$ cat src/rtl/apple_bus_drive_arbiter.sv
// rtl/apple_bus_drive_arbiter.sv - Apple II bus read-data drive arbiter with phased transceiver OE
module apple_bus_drive_arbiter #(
  parameter int NUM_REQ     = 4,
  parameter int DRIVE_START = 4,
  parameter int HOLD_COUNT  = 2
) (
  input  logic                   clk_logic_i,
  input  logic                   system_reset_n_i,
  input  logic                   phi0_posedge_i,
  input  logic                   phi0_negedge_i,
  input  logic                   rw_n_i,
  input  logic [NUM_REQ-1:0]     req_i,
  input  logic [8*NUM_REQ-1:0]   req_data_i,
  output logic [NUM_REQ-1:0]     grant_o,
  output logic [7:0]             a2_d_o,
  output logic                   a2_d_oe_n_o,
  output logic                   busy_o,
  output logic                   conflict_o,
  output logic [7:0]             conflict_count_o
);

  typedef enum logic [1:0] {
    S_IDLE  = 2'd0,
    S_DELAY = 2'd1,
    S_DRIVE = 2'd2,
    S_HOLD  = 2'd3
  } state_t;

  state_t               r_state;
  logic [3:0]           r_cnt;
  logic [NUM_REQ-1:0]   r_grant;
  logic [7:0]           r_data;
  logic                 r_oe_n;
  logic                 r_busy;
  logic                 r_conflict;
  logic [7:0]           r_conflict_count;

  logic [NUM_REQ-1:0]   w_win_onehot;
  logic [7:0]           w_win_byte;
  logic                 w_seen;
  logic                 w_multi;
  logic                 w_start;

  // Scan high-to-low so the lowest set index ends up as the winner.
  always_comb begin
    w_win_onehot = '0;
    w_win_byte   = 8'h00;
    w_seen       = 1'b0;
    w_multi      = 1'b0;
    for (int k = NUM_REQ - 1; k >= 0; k--) begin
      if (req_i[k]) begin
        w_win_onehot    = '0;
        w_win_onehot[k] = 1'b1;
        w_win_byte      = req_data_i[8*k +: 8];
      end
    end
    for (int k = 0; k < NUM_REQ; k++) begin
      if (req_i[k]) begin
        if (w_seen) w_multi = 1'b1;
        w_seen = 1'b1;
      end
    end
  end

  // A Phi0 rise re-arbitrates from IDLE and also pre-empts DRIVE/HOLD.
  assign w_start = phi0_posedge_i & rw_n_i & (|req_i) & (r_state != S_DELAY);

  always_ff @(posedge clk_logic_i or negedge system_reset_n_i) begin
    if (!system_reset_n_i) begin
      r_state          <= S_IDLE;
      r_cnt            <= 4'd0;
      r_grant          <= '0;
      r_data           <= 8'h00;
      r_oe_n           <= 1'b1;
      r_busy           <= 1'b0;
      r_conflict       <= 1'b0;
      r_conflict_count <= 8'd0;
    end else begin
      r_conflict <= 1'b0;
      if (w_start) begin
        r_grant <= w_win_onehot;
        r_data  <= w_win_byte;
        r_busy  <= 1'b1;
        if (w_multi) begin
          r_conflict <= 1'b1;
          if (r_conflict_count != 8'hFF) r_conflict_count <= r_conflict_count + 8'd1;
        end
        // Delay count is preloaded so OE first reads low exactly DRIVE_START cycles after the strobe.
        if (DRIVE_START == 1) begin
          r_state <= S_DRIVE;
          r_oe_n  <= 1'b0;
        end else begin
          r_state <= S_DELAY;
          r_cnt   <= 4'(DRIVE_START - 2);
          r_oe_n  <= 1'b1;
        end
      end else begin
        case (r_state)
          S_IDLE: begin
            r_oe_n <= 1'b1;
          end
          S_DELAY: begin
            if (phi0_negedge_i) begin
              r_state <= S_IDLE;
              r_grant <= '0;
              r_oe_n  <= 1'b1;
              r_busy  <= 1'b0;
            end else if (r_cnt == 4'd0) begin
              r_state <= S_DRIVE;
              r_oe_n  <= 1'b0;
            end else begin
              r_cnt <= r_cnt - 4'd1;
            end
          end
          S_DRIVE: begin
            if (phi0_posedge_i || (phi0_negedge_i && HOLD_COUNT == 0)) begin
              r_state <= S_IDLE;
              r_grant <= '0;
              r_oe_n  <= 1'b1;
              r_busy  <= 1'b0;
            end else if (phi0_negedge_i) begin
              r_state <= S_HOLD;
              r_cnt   <= 4'(HOLD_COUNT - 1);
            end
          end
          S_HOLD: begin
            if (phi0_posedge_i || r_cnt == 4'd0) begin
              r_state <= S_IDLE;
              r_grant <= '0;
              r_oe_n  <= 1'b1;
              r_busy  <= 1'b0;
            end else begin
              r_cnt <= r_cnt - 4'd1;
            end
          end
          default: begin
            r_state <= S_IDLE;
            r_grant <= '0;
            r_oe_n  <= 1'b1;
            r_busy  <= 1'b0;
          end
        endcase
      end
    end
  end

  assign grant_o          = r_grant;
  assign a2_d_o           = r_data;
  assign a2_d_oe_n_o      = r_oe_n;
  assign busy_o           = r_busy;
  assign conflict_o       = r_conflict;
  assign conflict_count_o = r_conflict_count;

endmodule

$ cat config.mk
export PLATFORM = sky130hd
export DESIGN_NAME = apple_bus_drive_arbiter
export DESIGN_NICKNAME = d
export VERILOG_FILES = /design/src/rtl/apple_bus_drive_arbiter.sv
export SDC_FILE = /design/constraint.sdc
export NUM_CORES = 1
export LEC_CHECK = 0
export ABC_AREA = 1
export CORE_MARGIN = 2
export CORE_UTILIZATION = 40
export CTS_CLUSTER_DIAMETER = 100
export DETAILED_ROUTE_END_ITERATION = 8
export GPL_TIMING_DRIVEN = 0
export PLACE_DENSITY_LB_ADDON = 0.1
export SYNTH_ARGS = -nofsm -noshare
export SYNTH_HDL_FRONTEND = slang
export SYNTH_SLANG_ARGS = --single-unit
$ cat constraint.sdc
create_clock -name clk_logic_i -period 1.2 [get_ports clk_logic_i]
set_input_delay 0.18 -clock clk_logic_i [delete_from_list [all_inputs] [get_ports clk_logic_i]]
set_output_delay 0.18 -clock clk_logic_i [all_outputs]
set_load 0.005 [all_outputs]
==> impl_metrics.json <==
{
  "crit_fanout": 5,
  "antenna_left": 0,
  "mostFrequentLayoutCells": "96 x nand2_1, 34 x clkdlybuf4s50_1, 27 x dlygate4sd2_1",
  "grt_usage": 0.205,
  "min_path_type": "in2async",
  "synthToLayoutAreaGrowth_pct": 68.1,
  "fin_area_um2": 3040,
  "dp_hpwl_mm": 3.35,
  "cts_tree": "built",
  "synthMuxAreaShare": 0,
  "crit_slowest_cell": "dfrtp_2",
  "final_cells": 404,
  "yosys_warnings": 0,
  "synth.area.top_cells": "dfrtp_1 39%, nand2_1 24%, nand3_1 5.3%, inv_1 3.7%, nand4_1 3.1%",
  "postSynthCellCount": 250,
  "relSlewSlack": 0.516,
  "finalCritPeriodShare": 1.12,
  "cp_cell_sequence": "inv_2 > nand2_4 > nand3_4 > nor2_8 > nand2_8 > xor2_2",
  "powerDensity_nw_per_um2": 1880,
  "wl_per_cell_um": 13.0,
  "grt_overflow": 0,
  "clock_latency_ns": 0.28,
  "cts_buffers": 5,
  "yosys.area_share.simple": 0.447,
  "portBuffers": 63,
  "violations": "setup timing",
  "die_x_um": 71.3,
  "critPathKind": "reg2reg",
  "clockBufferDepth": 2,
  "drc": 0,
  "holdWs_ns": 0.0535,
  "tightest_slew_ns": 0.726,
  "synth_xor_area_frac": 0.0428,
  "timing.fmax_mhz": 745,
  "synth_top_family_by_area": "simple AND/OR/NAND/NOR gates",
  "core_um2": 4350,
  "syn_avg_cell_area_um2": 7.24,
  "clk_pin_slew_ns": 0.06,
  "cts_sinks": 29,
  "finalClockSkew_ns": 0.00394,
  "dpl-instance-area_um2": 2530,
  "synth_edf_count": 0,
  "dr.pass1.iters": 4,
  "synth_cell_types": 24,
  "synth_top_cell_area_share": 0.387,
  "place_congestion": 0.839,
  "grt_pass1_wl_mm": 8.18,
  "grt_pass1_vias": 1868,
  "fin_nets": 395,
  "pre_cts_ws_ns": -0.566,
  "routed_via_density": 4.82,
  "post-route-util": 0.699,
  "rows": 24,
  "antennaDiodeCount": 0,
  "drt_iter0_markers": 101,
  "fillCellCount": 351,
  "holdBufCountCts": 0,
  "num_vias": 1949,
  "worstSetupStartpointType": "register",
  "seq_area_um2": 732,
  "tns_ns": -1.59,
  "final_common_cell": "nand2_1",
  "required_ns": 1.36,
  "antenna_found_initial": 0,
  "cts_root_buffer": "clkbuf_8",
  "drv_slew": 0,
  "synth_area_leader_cell": "dfrtp_1",
  "ios": 64,
  "layout_setup_ws_ns": -0.143,
  "initial_core_util": 0.416,
  "ys_seq_elements": 29,
  "timing.critical_path.to_type": "register",
  "cts_max_level": 2,
  "async_flop_share": 1.00,
  "p_leak_nw": 1.57,
  "synth-main-ff-cell": "dfrtp_1",
  "rsz0062_at_grt": "true",
  "dp.cells": 365,
  "final.min_clock_period_ns": 1.34,
  "multi_input_area_um2": 1190,
  "cap_viol_max_count": 0,
  "drt-total-wl_mm": 5.23,
  "die_h_um": 71.3,
  "synth_fa_ha_area_frac": 0.0207,
  "die-area_um2": 5080,
  "drive_above_1_share": 0.327,
  "outcome": "finished with violations",
  "finalHoldViolCount": 0,
  "finalPower_mw": 5.71,
  "synth_nets": 294,
  "synth_compound_area_frac": 0.0256,
  "grt_max_degree": 30,
  "setup_viol": 20,
  "synth_area_um2": 1810,
  "cp.arrival_ns": 1.50,
  "ir_worst_vdd_uv": 867,
  "slowest_delay_ns": 0.41,
  "synth-seq-area-share": 0.402
}
-- worst max-delay path: cells and delay by family (launching register included) --
kind                   cells  cell delay (ns)
flip-flops                 1             0.41
AND/OR/NAND/NOR            4             0.56
XOR/XNOR                   1             0.18
buffers and inverters      1             0.06
-- registers in the layout, indices dropped and copies added (netlist names) --
name / flops
a2_d_o: 8
r_cnt: 4
conflict_count_o: 8
conflict_o: 1
r_state: 2
a2_d_oe_n_o: 1
grant_o: 4
busy_o: 1
-- timing repair --
action | 4_1_cts | 5_1_grt
resized for setup | 56 | 42
hold endpoints to repair | 0 | 0
endpoints found under the setup margin | 79 | 29
pin swaps | 12 | 24
cloned | 0 | 1
buffers inserted | 22 | 8
-- report_power, final --
group / internal, mW / switching, mW
combinational: 1.63 / 1.62
sequential: 1.36 / 0.287
clock: 0.467 / 0.353
total: 3.46 / 2.26
-- final cells by class --
class	count	share of cell area
tap	52	0.0214
inverter	24	0.0308
timing repair buffer	93	0.276
clock buffer	8	0.0296
multi-input combinational	195	0.390
buffer	3	0.0111
sequential	29	0.241
-- Yosys cell counts (2+ instances only) --
| master | number |
|---|---|
| nand2_4 | 3 |
| xor2_1 | 3 |
| o21ai_2 | 2 |
| nand2_1 | 117 |
| dfrtp_1 | 28 |
| inv_2 | 5 |
| buf_4 | 3 |
| inv_1 | 18 |
| xnor2_1 | 4 |
| ha_1 | 3 |
| o21ai_0 | 4 |
| nor2_2 | 5 |
| nand3_4 | 2 |
| nor2_1 | 12 |
| nand4_1 | 9 |
| nand2_2 | 6 |
| nand3_1 | 19 |
-- metal layers --
layer	global-route usage	wire length, um
met2	0.353	2720
met5	0	0
met4	0.0482	51
met1	0.251	2130
met3	0.0619	335
-- worst paths after layout --
check	start	endpoint	slack, ns	depth (start not counted)
setup / recovery	r_state[1]	conflict_count_o[0]	-0.14	6
hold / removal	system_reset_n_i	r_state[1]	0.05	1
setup reg to reg	r_state[1]	conflict_count_o[0]	-0.14	6
hold reg to reg	a2_d_oe_n_o	a2_d_oe_n_o	0.47	2
max in group asynchronous	system_reset_n_i	r_state[0]	0.64	1
min in group clk_logic_i	a2_d_oe_n_o	a2_d_oe_n_o	0.47	2
-- kinds of logic (layout without fill, tap and decap cells) --
logic type,Yosys count,after routing
AOI/OAI and AO/OA,7,7
buffers and inverters,27,128
DFF,29,29
adders and majority gates,3,3
xor gates and xnor gates,8,8
and+or+nand+nor,176,177
Note: power is estimated with default switching activity, not from simulation.
